<file path="src/rtl/timebase_if.sv">
// Control inputs and pulse/index outputs of the timebase generator.
// Widths follow the seconds-per-minute and minutes-per-hour counts.
interface timebase_if #(
    parameter int SEC_PER_MIN  = 60,
    parameter int MIN_PER_HOUR = 60
);
    localparam int SW = $clog2(SEC_PER_MIN);
    localparam int MW = $clog2(MIN_PER_HOUR);

    logic          reset_count;
    logic          enable;
    logic          fastwatch;
    logic          one_sec;
    logic          one_min;
    logic          one_hour;
    logic [SW-1:0] sec_index;
    logic [MW-1:0] min_index;

    modport master (
        output reset_count, enable, fastwatch,
        input  one_sec, one_min, one_hour, sec_index, min_index
    );

    modport slave (
        input  reset_count, enable, fastwatch,
        output one_sec, one_min, one_hour, sec_index, min_index
    );
endinterface

</file>
<file path="src/rtl/timebase_generator.sv">
// Seconds/minutes/hours timebase derived from a clk prescaler, with a
// fastwatch mode where each second counts as a minute.
module timebase_generator #(
    parameter int TICKS_PER_SEC = 256,
    parameter int SEC_PER_MIN   = 60,
    parameter int MIN_PER_HOUR  = 60
) (
    input  logic       clk,
    input  logic       reset,
    timebase_if.slave  bus
);
    localparam int PW = $clog2(TICKS_PER_SEC);
    localparam int SW = $clog2(SEC_PER_MIN);
    localparam int MW = $clog2(MIN_PER_HOUR);

    logic [PW-1:0] presc_reg, presc_next;
    logic [SW-1:0] sec_reg, sec_next;
    logic [MW-1:0] min_reg, min_next;
    logic          sec_pulse_reg, min_pulse_reg, hour_pulse_reg;
    logic          sec_event, min_event, hour_event;
    logic          sec_pulse_next, min_pulse_next, hour_pulse_next;

    assign sec_event  = bus.enable && (presc_reg == PW'(TICKS_PER_SEC - 1));
    assign min_event  = sec_event && (bus.fastwatch || (sec_reg == SW'(SEC_PER_MIN - 1)));
    assign hour_event = min_event && (min_reg == MW'(MIN_PER_HOUR - 1));

    always_comb begin
        presc_next      = presc_reg;
        sec_next        = sec_reg;
        min_next        = min_reg;
        sec_pulse_next  = sec_event;
        min_pulse_next  = min_event;
        hour_pulse_next = hour_event;

        if (bus.enable) begin
            presc_next = sec_event ? '0 : presc_reg + PW'(1);
        end

        // Fastwatch pins the second index to 0 even while paused.
        if (bus.fastwatch) begin
            sec_next = '0;
        end else if (sec_event) begin
            sec_next = (sec_reg == SW'(SEC_PER_MIN - 1)) ? '0 : sec_reg + SW'(1);
        end

        if (min_event) begin
            min_next = hour_event ? '0 : min_reg + MW'(1);
        end

        if (bus.reset_count) begin
            presc_next      = '0;
            sec_next        = '0;
            min_next        = '0;
            sec_pulse_next  = 1'b0;
            min_pulse_next  = 1'b0;
            hour_pulse_next = 1'b0;
        end
    end

    always_ff @(posedge clk or posedge reset) begin
        if (reset) begin
            presc_reg      <= '0;
            sec_reg        <= '0;
            min_reg        <= '0;
            sec_pulse_reg  <= 1'b0;
            min_pulse_reg  <= 1'b0;
            hour_pulse_reg <= 1'b0;
        end else begin
            presc_reg      <= presc_next;
            sec_reg        <= sec_next;
            min_reg        <= min_next;
            sec_pulse_reg  <= sec_pulse_next;
            min_pulse_reg  <= min_pulse_next;
            hour_pulse_reg <= hour_pulse_next;
        end
    end

    assign bus.one_sec   = sec_pulse_reg;
    assign bus.one_min   = min_pulse_reg;
    assign bus.one_hour  = hour_pulse_reg;
    assign bus.sec_index = sec_reg;
    assign bus.min_index = min_reg;
endmodule

</file>
<file path="src/flat_wrapper.sv">
// flat-port wrapper written by rule: the top's interface ports become plain ports
module timebase_generator_flat 
#(
    parameter int TICKS_PER_SEC = 256,
    parameter int SEC_PER_MIN   = 60,
    parameter int MIN_PER_HOUR  = 60
)
  (clk, reset, bus_reset_count, bus_enable, bus_fastwatch, bus_one_sec, bus_one_min, bus_one_hour, bus_sec_index, bus_min_index);
  timebase_if #(.SEC_PER_MIN(SEC_PER_MIN), .MIN_PER_HOUR(MIN_PER_HOUR)) bus_i ();
  input  logic clk;
  input  logic reset;
  input wire logic [$bits(bus_i.reset_count)-1:0] bus_reset_count;
  input wire logic [$bits(bus_i.enable)-1:0] bus_enable;
  input wire logic [$bits(bus_i.fastwatch)-1:0] bus_fastwatch;
  output wire logic [$bits(bus_i.one_sec)-1:0] bus_one_sec;
  output wire logic [$bits(bus_i.one_min)-1:0] bus_one_min;
  output wire logic [$bits(bus_i.one_hour)-1:0] bus_one_hour;
  output wire logic [$bits(bus_i.sec_index)-1:0] bus_sec_index;
  output wire logic [$bits(bus_i.min_index)-1:0] bus_min_index;
  assign bus_i.reset_count = bus_reset_count;
  assign bus_i.enable = bus_enable;
  assign bus_i.fastwatch = bus_fastwatch;
  assign bus_one_sec = bus_i.one_sec;
  assign bus_one_min = bus_i.one_min;
  assign bus_one_hour = bus_i.one_hour;
  assign bus_sec_index = bus_i.sec_index;
  assign bus_min_index = bus_i.min_index;
  timebase_generator #(.TICKS_PER_SEC(TICKS_PER_SEC), .SEC_PER_MIN(SEC_PER_MIN), .MIN_PER_HOUR(MIN_PER_HOUR)) u_core (.clk(clk), .reset(reset), .bus(bus_i));
endmodule
</file>
<file path="config.mk">
export PLATFORM = sky130hd
export DESIGN_NAME = timebase_generator_flat
export DESIGN_NICKNAME = d
export VERILOG_FILES = /design/src/rtl/timebase_if.sv /design/src/rtl/timebase_generator.sv /design/src/flat_wrapper.sv
export SDC_FILE = /design/constraint.sdc
export NUM_CORES = 1
export LEC_CHECK = 0
export ABC_AREA = 1
export CORE_MARGIN = 3
export CORE_UTILIZATION = 53
export DETAILED_ROUTE_END_ITERATION = 6
export HOLD_SLACK_MARGIN = 0.03
export PLACE_DENSITY = 0.87
export SYNTH_ARGS = -nofsm -noshare
export SYNTH_HDL_FRONTEND = slang
export SYNTH_SLANG_ARGS = --single-unit
</file>
<file path="constraint.sdc">
create_clock -name clk -period 1.6 [get_ports clk]
set_input_delay 0.32 -clock clk [delete_from_list [all_inputs] [get_ports clk]]
set_output_delay 0.32 -clock clk [all_outputs]
set_load 0.05 [all_outputs]
</file>
==> flow_metrics.env, run 1 <==
export IMPL_outcome="complete, no violations"
export IMPL_io_buffers=19
export IMPL_core_rowCount=17
export IMPL_clkPwrFrac_pct=28.1
export IMPL_drive_above_1_share_pct=25.9
export IMPL_ir_drop_v=0.000522
export IMPL_gp_congestion=0.879
export IMPL_num_vias=1237
export IMPL_fin_util_pct=75.8
export IMPL_cts_sinks=23
export IMPL_fill_cells=161
export IMPL_die_h_um=56.8
export IMPL_syn_nets=174
export IMPL_cts_tree="built"
export IMPL_die_x_um=56.8
export IMPL_nets=202
export IMPL_relSlewSlack_pct=76.7
export IMPL_worst_slew_pin_slew_ns=0.349
export IMPL_grt_first_pass_wirelength_mm=5.13
export IMPL_crit_start="u_core.bus.sec_index[0]"
export IMPL_fin_total_pwr_uw=977
export IMPL_period_needed_ns=1.47
export IMPL_htreeDepth=1
export IMPL_multi_input_comb_area_um2=716
export IMPL_leakage_uw=0.000965
export IMPL_mostFrequentLayoutCell="nand2_1"
export IMPL_setup_violations=0
export IMPL_mostFrequentLayoutCells="49 x nand2_1, 21 x dfrtp_1, 16 x nand3_1, 15 x inv_1, 13 x nor2_1"
export IMPL_overflow=0
export IMPL_swShare_pct=26.1
export IMPL_num_io_pins=20
export IMPL_p_seq_share_pct=61.0
export IMPL_drc=0
export IMPL_clock_latency_ns=0.32
export IMPL_maxCapViolations=0
export IMPL_cts_clk_slew_worst_paths_ns=0.13
export IMPL_grt_pass1_vias=1235
export IMPL_routed_wl_mm=2.94
export IMPL_initial_core_util_pct=58.5
export IMPL_register_area_um2=578
export IMPL_start_kind="register"
export IMPL_n_antenna_cell=0
export IMPL_worst_hold_path_type="primary input to asynchronous set/reset pin"
export IMPL_grt_usage_pct=20.1
export IMPL_clock_skew_ns=0.00606
export IMPL_p_switching_uw=255
export IMPL_drt_pre_antenna_iters=6
export IMPL_rsz0062_at_grt="false"
export IMPL_cts_hold_buffers=0
export IMPL_cp_required_ns=1.86
export IMPL_placed_cell_area_um2=1730
export IMPL_area_delta_synth_final_pct=29.6
export IMPL_dp_hpwl_mm=2.26
export IMPL_drv_slew=0
export IMPL_syn_area_um2=1370
export IMPL_cts_buffers=3
export IMPL_syn_area_per_cell_um2=8.25
export IMPL_r2r_cells=8
export IMPL_grt_antenna_before_repair=0
export IMPL_fin_tns_setup_ns=0
export IMPL_fmax_mhz=679
export IMPL_root_buffer="clkbuf_4"
export IMPL_largest_reg_flops=8
export IMPL_core_um2=2340
export IMPL_cp_max_fo=6
export IMPL_yosys_warnings=0
export IMPL_stdcell_area_um2=1770
export IMPL_arrival_ns=1.73
export IMPL_syn_inst=166
export IMPL_combPwrFrac_pct=10.9
export IMPL_cp_end_kind="register"
export IMPL_criticalPathCategory="register to register"
export IMPL_ant_nets=0
export IMPL_wire_per_inst_um=13.3
export IMPL_ys_types=27
export IMPL_grt_max_degree=24
export IMPL_seq_area_frac_synth_pct=42.0
export IMPL_fin_crit_sh_pct=92.0
export IMPL_power_density_nw_per_um2=551
export IMPL_internal_power_uw=722
export IMPL_via_per_inst=5.60
export IMPL_cts_buffer_depth=2
export IMPL_synth_seq_cells=23
export IMPL_hold_viol_final=0
export IMPL_first_iter_violations=37
export IMPL_die_area_um2=3230
export IMPL_r2r_start="u_core.bus.sec_index[0]"
-- path summary, 6_finish.rpt --
path / slack, ns / to
max reg2reg: 0.13 / u_core.bus.min_index[3]
max: 0.13 / u_core.bus.min_index[3]
min: 0.32 / u_core.presc_reg[4]
max in group asynchronous: 1.03 / u_core.bus.sec_index[1]
min in group clk: 0.55 / u_core.presc_reg[1]
min reg2reg: 0.55 / u_core.presc_reg[1]
-- logic make-up after synthesis --
| logic type | synth area share, % |
|---|---|
| xor+xnor | 3.84 |
| simple gates | 42.0 |
| flops | 42.0 |
| buf+inv | 6.03 |
| fa+ha+maj | 2.74 |
| compound gates | 3.29 |
-- stage by stage --
stage | hold WS [ns] | setup WS (ns) | std cells
after floorplan | 0.322 | 0.0817 | 166
final | 0.319 | 0.128 | 221
after detailed placement | 0.514 | -0.0538 | 216
after global routing | 0.367 | 0.0277 | 221
after CTS | 0.330 | 0.0483 | 220
after global placement | 0.487 | 0.0286 | 216
-- final cells by class --
type | count | share of cell area (%)
Clock buffer | 3 | 1.27
Tap cell | 28 | 1.97
Inverter | 20 | 4.37
Multi-Input combinational cell | 122 | 40.3
Timing Repair Buffer | 24 | 19.2
Clock inverter | 1 | 0.282
Sequential cell | 23 | 32.6
-- power groups by stage --
| stage | Sequential, uW | Clock, uW | Combinational, uW |
|---|---|---|---|
| after floorplan | 612 | 0 | 55.1 |
| after global placement | 606 | 0 | 101 |
| after detailed placement | 607 | 0 | 106 |
| after CTS | 596 | 279 | 106 |
| after global routing | 597 | 299 | 117 |
| final | 596 | 274 | 106 |
-- layer usage --
metal	up-vias	global-route usage, %	part of all wire, %
met5	-	0	0
met4	0	10.9	1.8
met3	7	2.53	5.4
met2	43	35.3	53
met1	599	23.5	39
li1	588	-	-
-- synthesized netlist by cell type (all sizes together) --
cell type | count | area [um^2]
inv | 20 | 77.6
nand4 | 6 | 37.5
nand3b | 4 | 30.0
xnor2 | 2 | 17.5
nand3 | 18 | 108
xor2 | 4 | 35.0
a21oi | 4 | 23.8
nand2 | 55 | 245
ha | 3 | 37.5
buf | 1 | 5.00
dfrtp | 23 | 576
nor2 | 19 | 119
o21ai | 2 | 21.3
nor3 | 4 | 30.0
or2 | 1 | 6.26
-- critical path, stage by stage, from the launching register on --
cell     delay (ns)
dfrtp_2        0.43
ha_1           0.25
nand2_1        0.10
nor2_2         0.05
nand2_2        0.11
nand2_2        0.08
o21ai_4        0.22
nand2_1        0.08
nand2_1        0.08
-- repair_timing --
item	CTS	global route
buffers inserted	0	1
setup endpoints to repair	0	7
resized for setup	0	2
Note: power is estimated with default switching activity, not from simulation.
==> inputs of run 2 (changes only) <==
- MAX_ROUTING_LAYER: not set -> met4
==> run 2 against run 1 <==
- combinational power about the same
- via count up 0.16%
- cell count unchanged
- sequential cell count unchanged
- first-iteration DRC count down 11%
- critical path depth unchanged
- count of clock-buffer cells in the layout unchanged
- final area unchanged
- hold slack worse by 0.00090 ns
- critical path type unchanged
- highest routed layer unchanged
==> flow_metrics.env, run 2 (synthesis gave the netlist of run 1 again) <==
export IMPL_setup_ws_ns=0.115
export IMPL_area_delta_synth_final_pct=29.6
export IMPL_crit_path_top_delay_cell="dfrtp_1"
export IMPL_hold_viol_final=0
export IMPL_grt_antenna_before_repair=0
export IMPL_arrival_ns=1.70
export IMPL_multi_input_comb_area_um2=716
export IMPL_worst_slew_pin_slew_ns=0.345
export IMPL_internal_power_uw=722
export IMPL_dp_hpwl_mm=2.26
export IMPL_clock_latency_ns=0.32
export IMPL_grt_max_degree=24
export IMPL_clock_skew_ns=0.0108
export IMPL_r2r_cells=8
export IMPL_drc=0
export IMPL_crit_top_cell="nand2_1"
export IMPL_cts_buffer_depth=2
export IMPL_fill_cells=161
export IMPL_endpoint="u_core.bus.min_index[3]"
export IMPL_cts_buffers=3
export IMPL_n_antenna_cell=0
export IMPL_via_per_inst=5.61
export IMPL_r2r_start="u_core.presc_reg[0]"
export IMPL_die_h_um=56.8
export IMPL_grt_first_pass_wirelength_mm=5.15
export IMPL_grt_pass1_vias=1232
export IMPL_routed_wl_mm=2.96
export IMPL_drive_above_1_share_pct=25.9
export IMPL_fin_crit_sh_pct=92.8
export IMPL_p_seq_share_pct=60.9
export IMPL_cts_sinks=23
export IMPL_num_io_pins=20
export IMPL_mostFrequentLayoutCell="nand2_1"
export IMPL_relSlewSlack_pct=77.0
export IMPL_period_needed_ns=1.48
export IMPL_die_x_um=56.8
export IMPL_overflow=0
export IMPL_nets=202
export IMPL_ant_nets=0
export IMPL_dp_slack_ns=-0.0538
export IMPL_maxCapViolations=0
export IMPL_cts_clk_slew_worst_paths_ns=0.13
export IMPL_ir_drop_v=0.000529
export IMPL_io_buffers=19
export IMPL_gp_congestion=0.893
export IMPL_crit_start="u_core.presc_reg[0]"
export IMPL_core_rowCount=17
export IMPL_rsz0062_at_grt="false"
export IMPL_r2r_slack_ns=0.12
export IMPL_leakage_uw=0.000965
export IMPL_cp_end_kind="register"
export IMPL_cts_tree="built"
export IMPL_hold_worst_slack_ns=0.318
export IMPL_start_kind="register"
export IMPL_initial_core_util_pct=58.5
export IMPL_swShare_pct=26.3
export IMPL_p_switching_uw=257
export IMPL_mostFrequentLayoutCells="49 x nand2_1, 21 x dfrtp_1, 16 x nand3_1, 15 x inv_1, 13 x nor2_1"
export IMPL_setup_violations=0
export IMPL_register_area_um2=578
export IMPL_num_vias=1239
export IMPL_worst_hold_path_type="primary input to asynchronous set/reset pin"
export IMPL_drt_pre_antenna_iters=5
export IMPL_max_stage_delay_ns=0.43
export IMPL_root_buffer="clkbuf_4"
export IMPL_fin_total_pwr_uw=980
export IMPL_wire_per_inst_um=13.4
export IMPL_core_um2=2340
export IMPL_cp_required_ns=1.81
export IMPL_grt_usage_pct=20.8
export IMPL_fmax_mhz=674
export IMPL_drv_slew=0
export IMPL_combPwrFrac_pct=10.9
export IMPL_die_area_um2=3230
export IMPL_largest_reg_flops=8
export IMPL_first_iter_violations=33
export IMPL_cp_max_fo=8
export IMPL_cp_cell_sequence="ha_1, nand3_2, nor2_8, nand2_4, nand2_8, o21ai_4, nand2_1, nand2_1"
export IMPL_power_density_nw_per_um2=552
export IMPL_criticalPathCategory="register to register"
export IMPL_htreeDepth=1
export IMPL_clkPwrFrac_pct=28.2
export IMPL_r2r_end="u_core.bus.min_index[3]"
export IMPL_outcome="complete, no violations"
run 2: area by class of cell:
class / count / share of cell area [%]
inverter: 20 / 4.37
tap: 28 / 1.97
sequential: 23 / 32.6
clock buffer: 3 / 1.27
timing repair buffer: 24 / 19.2
multi-input combinational: 122 / 40.3
clock inverter: 1 / 0.282
run 2: worst max-delay path, delay by kind of cell (launching register included):
| kind | cells | cell delay (ns) |
|---|---|---|
| and+or+nand+nor | 6 | 0.62 |
| DFF | 1 | 0.43 |
| adders and majority gates | 1 | 0.23 |
| AOI/OAI and AO/OA | 1 | 0.09 |
run 2: routing by layer:
layer / wire length, um / track usage, % / up-vias / part of all wire [%]
li1: - / - / 588 / -
met1: 1170 / 24.1 / 598 / 40
met4: 41 / 10.9 / 0 / 1.4
met2: 1580 / 35.1 / 47 / 53
met5: 0 / - / - / 0
met3: 171 / 2.30 / 6 / 5.8
run 2: worst min path at each step:
stage                              endpoint  depth (start not counted)
detailed placement      u_core.presc_reg[1]                          2
global placement        u_core.presc_reg[1]                          2
finish                  u_core.presc_reg[4]                          3
floorplan           u_core.bus.min_index[0]                          1
CTS                     u_core.presc_reg[4]                          3
global route            u_core.presc_reg[4]                          3
run 2: metrics by stage:
stage	utilization [%]	area (um^2)	TNS [ns]	std cells
2_1_floorplan	-	1370	0	166
3_3_place_gp	74.1	1730	0	216
4_1_cts	75.3	1760	0	220
3_5_place_dp	74.1	1730	-0.217	216
6_report	75.8	1770	0	221
5_1_grt	75.8	1770	0	221
run 2: timing repair:
action | 4_1_cts | 5_1_grt
gates resized for setup | 0 | 2
hold buffers | 0 | 0
setup buffers | 0 | 1
setup endpoints to repair | 0 | 7
run 2: power by group through the flow:
stage | logic [uW] | registers (uW) | clock network [uW]
4_1_cts | 106 | 596 | 279
5_1_grt | 116 | 598 | 304
3_5_place_dp | 106 | 607 | 0
6_report | 107 | 597 | 276
2_1_floorplan | 55.1 | 612 | 0
3_3_place_gp | 101 | 606 | 0
